===== src/rtl/sa_ctrl_pkg.sv =====
// -----------------------------------------------------------------------------
// sa_ctrl_pkg
// Shared definitions for the systolic-array load controller:
//   state_e     - controller FSM state encoding (IDLE / LOAD / DONE)
//   MODE_W      - request mode value for a weight load
//   MODE_PS     - request mode value for a partial-sum load
//   LOAD_CNT_W  - width of the completed-request counter output
// -----------------------------------------------------------------------------
package sa_ctrl_pkg;

  typedef enum logic [1:0] {
    ST_IDLE = 2'd0,
    ST_LOAD = 2'd1,
    ST_DONE = 2'd2
  } state_e;

  localparam logic MODE_W  = 1'b0;
  localparam logic MODE_PS = 1'b1;

  localparam int LOAD_CNT_W = 16;

endpackage : sa_ctrl_pkg


===== src/rtl/sa_row_onehot.sv =====
// -----------------------------------------------------------------------------
// sa_row_onehot
// Converts a binary row index into a one-hot row select, gated by an enable.
// Ports:
//   idx_i     [IDX_W] - binary row index (expected < ROWS)
//   en_i              - when low the output is all zeros
//   row_sel_o [ROWS]  - one-hot row select
// -----------------------------------------------------------------------------
module sa_row_onehot #(
  parameter int ROWS  = 4,
  parameter int IDX_W = 3
) (
  input  logic [IDX_W-1:0] idx_i,
  input  logic             en_i,
  output logic [ROWS-1:0]  row_sel_o
);

  // NOTE: every bit gets a default before the loop so no latch is inferred.
  always_comb begin
    row_sel_o = '0;
    for (int r = 0; r < ROWS; r++) begin
      if (en_i && (idx_i == IDX_W'(r))) row_sel_o[r] = 1'b1;
    end
  end

endmodule : sa_row_onehot


===== src/rtl/sa_load_ctrl.sv =====
// -----------------------------------------------------------------------------
// sa_load_ctrl
// Sequences row-by-row loads of a systolic array. A request (mode + length)
// is accepted in IDLE, then one row beat is issued per non-stalled cycle in
// LOAD, followed by a one-cycle DONE pulse. abort returns to IDLE at once.
//
// Optional feature: define SA_LOAD_CTRL_STATS_EN to enable a saturating
// completed-request counter on load_count; otherwise load_count is tied to 0.
//
// Ports:
//   clk, rst          - clock, asynchronous active-high reset
//   req_valid/ready   - request handshake (ready only in IDLE)
//   req_mode          - MODE_W (weights) or MODE_PS (partial sums)
//   req_len [LEN_W]   - rows to load; 0 is treated as 1, >ROWS as ROWS
//   stall             - freezes beat progress while high
//   abort             - ends the current request, or blocks acceptance in IDLE
//   load_en           - a row beat is issued this cycle
//   row_sel [ROWS]    - one-hot row of the current beat, zero otherwise
//   ctrl_out          - 1 selects the weight path during a weight request
//   busy              - LOAD or DONE
//   done              - single-cycle completion pulse
//   load_count [16]   - completed-request counter
// -----------------------------------------------------------------------------
module sa_load_ctrl
  import sa_ctrl_pkg::*;
#(
  parameter int ROWS  = 4,
  parameter int LEN_W = $clog2(ROWS + 1)
) (
  input  logic                  clk,
  input  logic                  rst,
  input  logic                  req_valid,
  output logic                  req_ready,
  input  logic                  req_mode,
  input  logic [LEN_W-1:0]      req_len,
  input  logic                  stall,
  input  logic                  abort,
  output logic                  load_en,
  output logic [ROWS-1:0]       row_sel,
  output logic                  ctrl_out,
  output logic                  busy,
  output logic                  done,
  output logic [LOAD_CNT_W-1:0] load_count
);

  localparam logic [LEN_W-1:0] ROWS_L = LEN_W'(ROWS);
  localparam logic [LEN_W-1:0] ONE_L  = LEN_W'(1);

  state_e           state_q, state_d;
  logic             mode_q, mode_d;
  logic [LEN_W-1:0] len_q, len_d;
  logic [LEN_W-1:0] idx_q, idx_d;
  logic [LEN_W-1:0] len_clamped;
  logic             last_beat;

  // Length is clamped at acceptance so idx can never pass ROWS-1.
  always_comb begin
    len_clamped = req_len;
    if (req_len == '0)        len_clamped = ONE_L;
    else if (req_len > ROWS_L) len_clamped = ROWS_L;
  end

  // idx+1 fits in LEN_W because idx <= ROWS-1.
  assign last_beat = ((idx_q + ONE_L) == len_q);

  always_comb begin
    state_d   = state_q;
    mode_d    = mode_q;
    len_d     = len_q;
    idx_d     = idx_q;
    req_ready = 1'b0;
    load_en   = 1'b0;
    ctrl_out  = 1'b0;
    busy      = 1'b0;
    done      = 1'b0;

    case (state_q)
      ST_IDLE: begin
        req_ready = 1'b1;
        if (req_valid && !abort) begin
          state_d = ST_LOAD;
          mode_d  = req_mode;
          len_d   = len_clamped;
          idx_d   = '0;
        end
      end

      ST_LOAD: begin
        busy     = 1'b1;
        ctrl_out = (mode_q == MODE_W);
        // A beat in the abort cycle is still issued; only progress stops.
        load_en  = !stall;
        if (abort) begin
          state_d = ST_IDLE;
        end else if (!stall) begin
          if (last_beat) state_d = ST_DONE;
          else           idx_d   = idx_q + ONE_L;
        end
      end

      ST_DONE: begin
        busy     = 1'b1;
        ctrl_out = (mode_q == MODE_W);
        done     = !abort;
        state_d  = ST_IDLE;
      end

      default: state_d = ST_IDLE;
    endcase
  end

  // NOTE: sequential state uses non-blocking assignments so every flop
  // samples pre-edge values regardless of process ordering.
  always_ff @(posedge clk or posedge rst) begin
    if (rst) begin
      state_q <= ST_IDLE;
      mode_q  <= MODE_W;
      len_q   <= '0;
      idx_q   <= '0;
    end else begin
      state_q <= state_d;
      mode_q  <= mode_d;
      len_q   <= len_d;
      idx_q   <= idx_d;
    end
  end

  sa_row_onehot #(
    .ROWS  (ROWS),
    .IDX_W (LEN_W)
  ) u_row_onehot (
    .idx_i     (idx_q),
    .en_i      (load_en),
    .row_sel_o (row_sel)
  );

`ifdef SA_LOAD_CTRL_STATS_EN
  logic [LOAD_CNT_W-1:0] cnt_q, cnt_d;

  // Saturates at all-ones; aborted requests never raise done.
  always_comb begin
    cnt_d = cnt_q;
    if (done && (cnt_q != '1)) cnt_d = cnt_q + LOAD_CNT_W'(1);
  end

  always_ff @(posedge clk or posedge rst) begin
    if (rst) cnt_q <= '0;
    else     cnt_q <= cnt_d;
  end

  assign load_count = cnt_q;
`else
  assign load_count = '0;
`endif

endmodule : sa_load_ctrl


===== config.mk =====
export PLATFORM = sky130hd
export DESIGN_NAME = sa_load_ctrl
export DESIGN_NICKNAME = d
export VERILOG_FILES = /design/src/rtl/sa_ctrl_pkg.sv /design/src/rtl/sa_row_onehot.sv /design/src/rtl/sa_load_ctrl.sv
export SDC_FILE = /design/constraint.sdc
export NUM_CORES = 1
export LEC_CHECK = 0
export CORE_AREA = 2 2 41 43
export CTS_BUF_LIST = sky130_fd_sc_hd__clkbuf_8
export CTS_CLUSTER_SIZE = 16
export DETAILED_ROUTE_END_ITERATION = 12
export DIE_AREA = 0 0 43 45
export DONT_BUFFER_PORTS = 1
export GPL_TIMING_DRIVEN = 0
export PLACE_DENSITY = 0.69
export REMOVE_ABC_BUFFERS = 1
export SYNTH_ARGS = -nofsm -noshare
export SYNTH_HDL_FRONTEND = slang
export SYNTH_SLANG_ARGS = --single-unit

===== constraint.sdc =====
create_clock -name clk -period 2.38 [get_ports clk]
set_input_delay 0.476 -clock clk [delete_from_list [all_inputs] [get_ports clk]]
set_output_delay 0.476 -clock clk [all_outputs]
set_load 0.01 [all_outputs]

==> results.cfg, run 1 <==
[outcome]
outcome = completed

[clock_tree]
htreeDepth = 1
cts_resized = 0
cts_root_buf = clkbuf_8
clock_latency_ns = 0.23
clock-sinks = 9
cts_hold_buf = 0
cts_setup_buffers = 0
cts_made_buffers = 3
clkTransAtPathRegs_ns = 0.05
cts.path.max_buffers = 2
cts_tree = yes

[power]
p_per_area_nw_per_um2 = 1200
leakage_nw = 0.421
max-vdd-ir-drop_mv = 0.859
p_total_uw = 938

[critical_path]
r2r_start = idx_q[0]$_DFFE_PP0P_
reg2reg_slack_ns = 0.25
startpoint_type = register
crit_start = state_q[1]$_DFFE_PP0P_
cp.arrival_ns = 1.71
rr_endpoint = idx_q[0]$_DFFE_PP0P_
endpoint_kind = primary output
worstPathMaxFanout = 10
endpoint = row_sel[1]
rr_worst_depth = 6
required_ns = 1.90
critical_path_class = reg2out

[grt]
grt_usage_pct = 14.8
overflow = 0
grt_pass1_vias = 498
grt_max_degree = 11
antenna_found_initial = 0
grt_pass1_wl_um = 2030

[timing]
hold_viol_final = 0
setup_violations = 0
period_needed_ns = 2.19
maxSlewViolCount = 0
tns_ns = 0
period_share_pct = 91.9
rsz0062_at_grt = no
clock.fmax_mhz = 457
fin_worst_skew_ns = 0.00216

[logic_synthesis]
synth_top_area_cell = dfrtp_1
syn-instance-count = 86
synth_edf_count = 0
yosys_warnings = 0
synthFlopType = dfrtp_1
synthArstFlopShare_pct = 100
yosys_register_bits = 9
synth.avg_cell_area_um2 = 9.21
synthDistinctLibCells = 29
synth_top_area_share_pct = 28.4
netlist_area_um2 = 792
synth_area_leaders = dfrtp_1, buf_4, ha_1
ys_seq_area_share_pct = 28.4

[placement]
place_congestion = 0.743
dpl.cell_count = 99
io_buffers = 0
dp_hpwl_um = 997

[route]
route.antenna.remaining_nets = 0
first_iter_violations = 7
vias = 530
drtPass1Iterations = 3
drc = 0
vias_per_cell = 5.15
wl_per_cell_um = 11.8
wl_um = 1210

[die]
io_pins = 34
die_width_um = 43
rows = 14
fp.dieH_um = 45
dieArea_um2 = 1940
core_um2 = 1470
start_util_pct = 53.8

[layout]
area_growth_pct = -1.26
final_nets = 106
finalNonFillerCells = 103
diodes = 0
drive_gt1_share_pct = 10.3

[worst_hold_path]
min_path_type = in2async

[flow_run]
cap_viol_max_count = 0
layer usage:
metal / wire length, um / global-route usage (%) / vias to the layer above
li1: - / - / 255
met2: 551 / 23.9 / 26
met1: 524 / 17.2 / 245
met5: 0 / 0 / -
met4: 44 / 12.7 / 0
met3: 92 / 2.40 / 4
registers in the layout, indices dropped and copies added, names as in the netlist:
signal and count:
len_q 3, mode_q 1, state_q 2, idx_q 3
power by group:
group	total (mW)	internal [mW]	leakage, nW	switching, mW
Sequential	0.273	0.219	0.115	0.0546
Combinational	0.490	0.206	0.279	0.284
Clock	0.175	0.112	0.0269	0.0623
Total	0.938	0.537	0.421	0.401
cells in the mapped netlist, drive strengths merged, types with 2 or more instances:
master  count
a211o       3
inv         9
mux2        3
nor3        3
buf        17
ha          9
dfrtp       9
nor2b       4
and3        6
o21ai       3
nand2       3
xnor2       2
how the worst min path moves through the flow:
| stage | startpoint | endpoint | slack, ns | depth (start not counted) |
|---|---|---|---|---|
| floorplan | rst | idx_q[0]$_DFFE_PP0P_ | 0.30 | 1 |
| detailed placement | rst | state_q[0]$_DFFE_PP0P_ | 0.35 | 1 |
| global route | rst | state_q[0]$_DFFE_PP0P_ | 0.13 | 1 |
| CTS | rst | state_q[0]$_DFFE_PP0P_ | 0.11 | 1 |
| global placement | rst | state_q[0]$_DFFE_PP0P_ | 0.35 | 1 |
| finish | rst | idx_q[0]$_DFFE_PP0P_ | 0.1 | 1 |
worst max-delay path, stage by stage, from the launching register on:
cell     delay (ns)
dfrtp_1        0.39
inv_1          0.11
ha_1           0.33
nor2b_1        0.39
and3_1         0.27
layout make-up:
class / instances / area (um2)
clock inverters: 1 / 3.75
flip-flops and latches: 9 / 225
inverters: 9 / 33.8
multi-input cells: 65 / 458
clock buffers: 3 / 41.3
fillers: 146 / 689
well taps: 16 / 20.0
cells by family after synthesis:
group,share of synthesized area [%]
AOI/OAI and AO/OA,10.1
xor gates and xnor gates,3.32
adders and majority gates,14.2
buffers and inverters,20.9
DFF,28.4
muxes,5.53
other,0.473
and+or+nand+nor,17.1
per-stage QoR:
stage / setup WS [ns] / hold slack [ns] / util (%) / instance area (um2)
global placement: 0.289 / 0.351 / 50.1 / 737
floorplan: 0.454 / 0.304 / - / 717
finish: 0.192 / 0.0965 / 53.1 / 782
detailed placement: 0.257 / 0.351 / 50.1 / 737
global route: 0.0472 / 0.129 / 53.1 / 782
CTS: 0.169 / 0.105 / 53.1 / 782
cells in the final DEF, fill, tap and decap left out, drive strengths merged, types with 2 or more instances in the layout:
cell type / synthesis / final
o21ai: 3 / 3
xnor2: 2 / 2
nor2b: 4 / 4
and3: 6 / 6
ha: 9 / 9
inv: 9 / 10
dfrtp: 9 / 9
conb: 1 / 16
mux2: 3 / 3
nand2: 3 / 3
nor3: 3 / 3
a211o: 3 / 3
clkbuf: 1 / 3
No activity file was read; power rests on OpenSTA's default activity.
==> run 2, diff against run 1 <==
--- a/config.mk
+++ b/config.mk
@@ -12,8 +12,9 @@
 export DIE_AREA = 0 0 43 45
 export DONT_BUFFER_PORTS = 1
 export GPL_TIMING_DRIVEN = 0
-export PLACE_DENSITY = 0.69
+export PLACE_DENSITY = 0.79
 export REMOVE_ABC_BUFFERS = 1
 export SYNTH_ARGS = -nofsm -noshare
 export SYNTH_HDL_FRONTEND = slang
+export SYNTH_HIERARCHICAL = 1
 export SYNTH_SLANG_ARGS = --single-unit
==> results.cfg, run 2 <==
[critical_path]
cp_top_family = simple AND/OR/NAND/NOR gates
endpoint_kind = primary output
r2r_start = idx_q[0]$_DFFE_PP0P_
rr_worst_depth = 5
crit_chain = inv_1, ha_1, nor2b_2, nor4b_2
critPathBufInv = 1
critical_path_class = reg2out
startpoint_type = register
worstPathMaxFanout = 7
cpPeakStageDelay_ns = 0.38
cp_slowest_cell = dfrtp_1
reg2reg_slack_ns = 0.36
required_ns = 1.90
rr_endpoint = idx_q[0]$_DFFE_PP0P_
cp.arrival_ns = 1.68

[logic_synthesis]
synth_area_leaders = dfrtp_1, buf_4, ha_1
ys_seq_area_share_pct = 29.0
syn-instance-count = 77
netlist_area_um2 = 777
yosysMostFrequentCell = buf_4
synth.avg_cell_area_um2 = 10.1
synthArstFlopShare_pct = 100
synth_common_cells = buf_4, dfrtp_1, ha_1
synth_edf_count = 0
synth_top_area_share_pct = 29.0
yosys_register_bits = 9
synthFlopType = dfrtp_1
yosys_warnings = 6
synthDistinctLibCells = 32
synth_top_area_cell = dfrtp_1

[clock_tree]
cts_made_buffers = 3
cts_root_buf = clkbuf_8
clock-sinks = 9
clkTransAtPathRegs_ns = 0.04
clock_latency_ns = 0.23
htreeDepth = 1
cts.path.max_buffers = 2
cts_tree = yes

[route]
first_iter_violations = 3
drc = 0
drtPass1Iterations = 2
vias_per_cell = 5.28
wl_um = 1310
wl_per_cell_um = 13.6
vias = 507
route.antenna.remaining_nets = 0

[timing]
fin_worst_skew_ns = 0.00227
tns_ns = 0
period_needed_ns = 2.15
hold_viol_final = 0
clock.fmax_mhz = 464
period_share_pct = 90.5
setup_violations = 0
rsz0062_at_grt = no
maxSlewViolCount = 0
setup_ws_ns = 0.226

[die]
fp.dieH_um = 45
rows = 14
die_width_um = 43
io_pins = 34
core_um2 = 1470
dieArea_um2 = 1940
start_util_pct = 52.8

[layout]
area_growth_pct = 0.483
drive_gt1_share_pct = 17.5
reg_top3 = idx_q: 3 flops, len_q: 3 flops, state_q: 2 flops
layout_commonest_cell = conb_1
final_area_um2 = 781
fill_cells = 144
final_nets = 95
diodes = 0
final_cell_mix = conb_1, dfrtp_1, inv_1, ha_1, nand2_1

[grt]
grt_usage_pct = 16.6
grt_pass1_vias = 510
antenna_found_initial = 0
grt_pass1_wl_um = 2190
overflow = 0
grt_max_degree = 10

[power]
p_per_area_nw_per_um2 = 1380
leakage_nw = 0.374
max-vdd-ir-drop_mv = 0.693

[placement]
io_buffers = 0
pre_cts_slack_ns = 0.347
dpl_cell_area_um2 = 733
place_congestion = 0.712
dp_hpwl_um = 988

[flow_run]
cap_viol_max_count = 0

[outcome]
outcome = completed

[worst_hold_path]
min_path_type = in2async
-- run 2: logic make-up (layout without fill, tap and decap cells) --
family | Yosys count | count (layout) | synth area share [%]
fa+ha+maj | 5 | 5 | 8.05
buf+inv | 20 | 8 | 17.4
compound gates | 14 | 14 | 13.4
other cells | 1 | 16 | 0.483
flops | 9 | 9 | 29.0
xor+xnor | 3 | 3 | 5.31
mux | 5 | 5 | 7.73
simple gates | 20 | 20 | 18.7
-- run 2: cell type report --
class                   count  area, um2  area share (%)
clock inverters             1       3.75           0.481
multi-input cells          63        475            60.9
well taps                  16       20.0            2.56
clock buffers               3       41.3            5.29
inverters                   4       15.0            1.92
flip-flops and latches      9        225            28.8
-- run 2: layer usage --
layer	global-route usage [%]	part of all wire, %	vias to the layer above
met5	0	0	-
met4	10.9	3.1	0
met3	8.40	11	4
met2	28.5	50	29
met1	15.8	36	231
li1	-	-	243
-- run 2: power breakdown --
part | internal [mW] | switching, mW | leakage (nW)
logic | 0.293 | 0.295 | 0.236
clock network | 0.112 | 0.0609 | 0.0269
registers | 0.232 | 0.0875 | 0.111
-- run 2: how the worst max path moves through the flow --
stage                      startpoint                    to  slack (ns)  cells after the start
6_report       state_q[1]$_DFFE_PP0P_            row_sel[0]        0.23                      4
5_1_grt        state_q[1]$_DFFE_PP0P_            row_sel[0]        0.09                      4
4_1_cts        state_q[1]$_DFFE_PP0P_            row_sel[0]        0.09                      4
3_5_place_dp   state_q[1]$_DFFE_PP0P_            row_sel[0]        0.35                      4
3_3_place_gp     idx_q[0]$_DFFE_PP0P_  idx_q[0]$_DFFE_PP0P_        0.39                      5
2_1_floorplan    idx_q[0]$_DFFE_PP0P_  idx_q[0]$_DFFE_PP0P_        0.46                      5
-- run 2: through the flow --
step,utilization (%),power (mW),instances,hold slack (ns)
after floorplan,-,0.810,76,0.304
after global placement,49.8,0.884,92,0.346
after detailed placement,49.8,0.915,92,0.360
after CTS,52.9,1.10,96,0.105
after global routing,53.1,1.20,96,0.126
final,53.1,1.08,96,0.0929
-- run 2: what timing repair did --
item / in CTS / in global routing
buffers inserted: 0 / 0
endpoints found under the setup margin: 0 / 1
gates resized for setup: 0 / 1
hold buffers: 0 / 0
-- run 2: worst reg2reg max path: cells and delay by family, from the launching register on --
family	cells	cell delay [ns]
DFF	1	0.48
muxes	1	0.30
adders and majority gates	1	0.36
xor gates and xnor gates	1	0.17
AOI/OAI and AO/OA	2	0.59
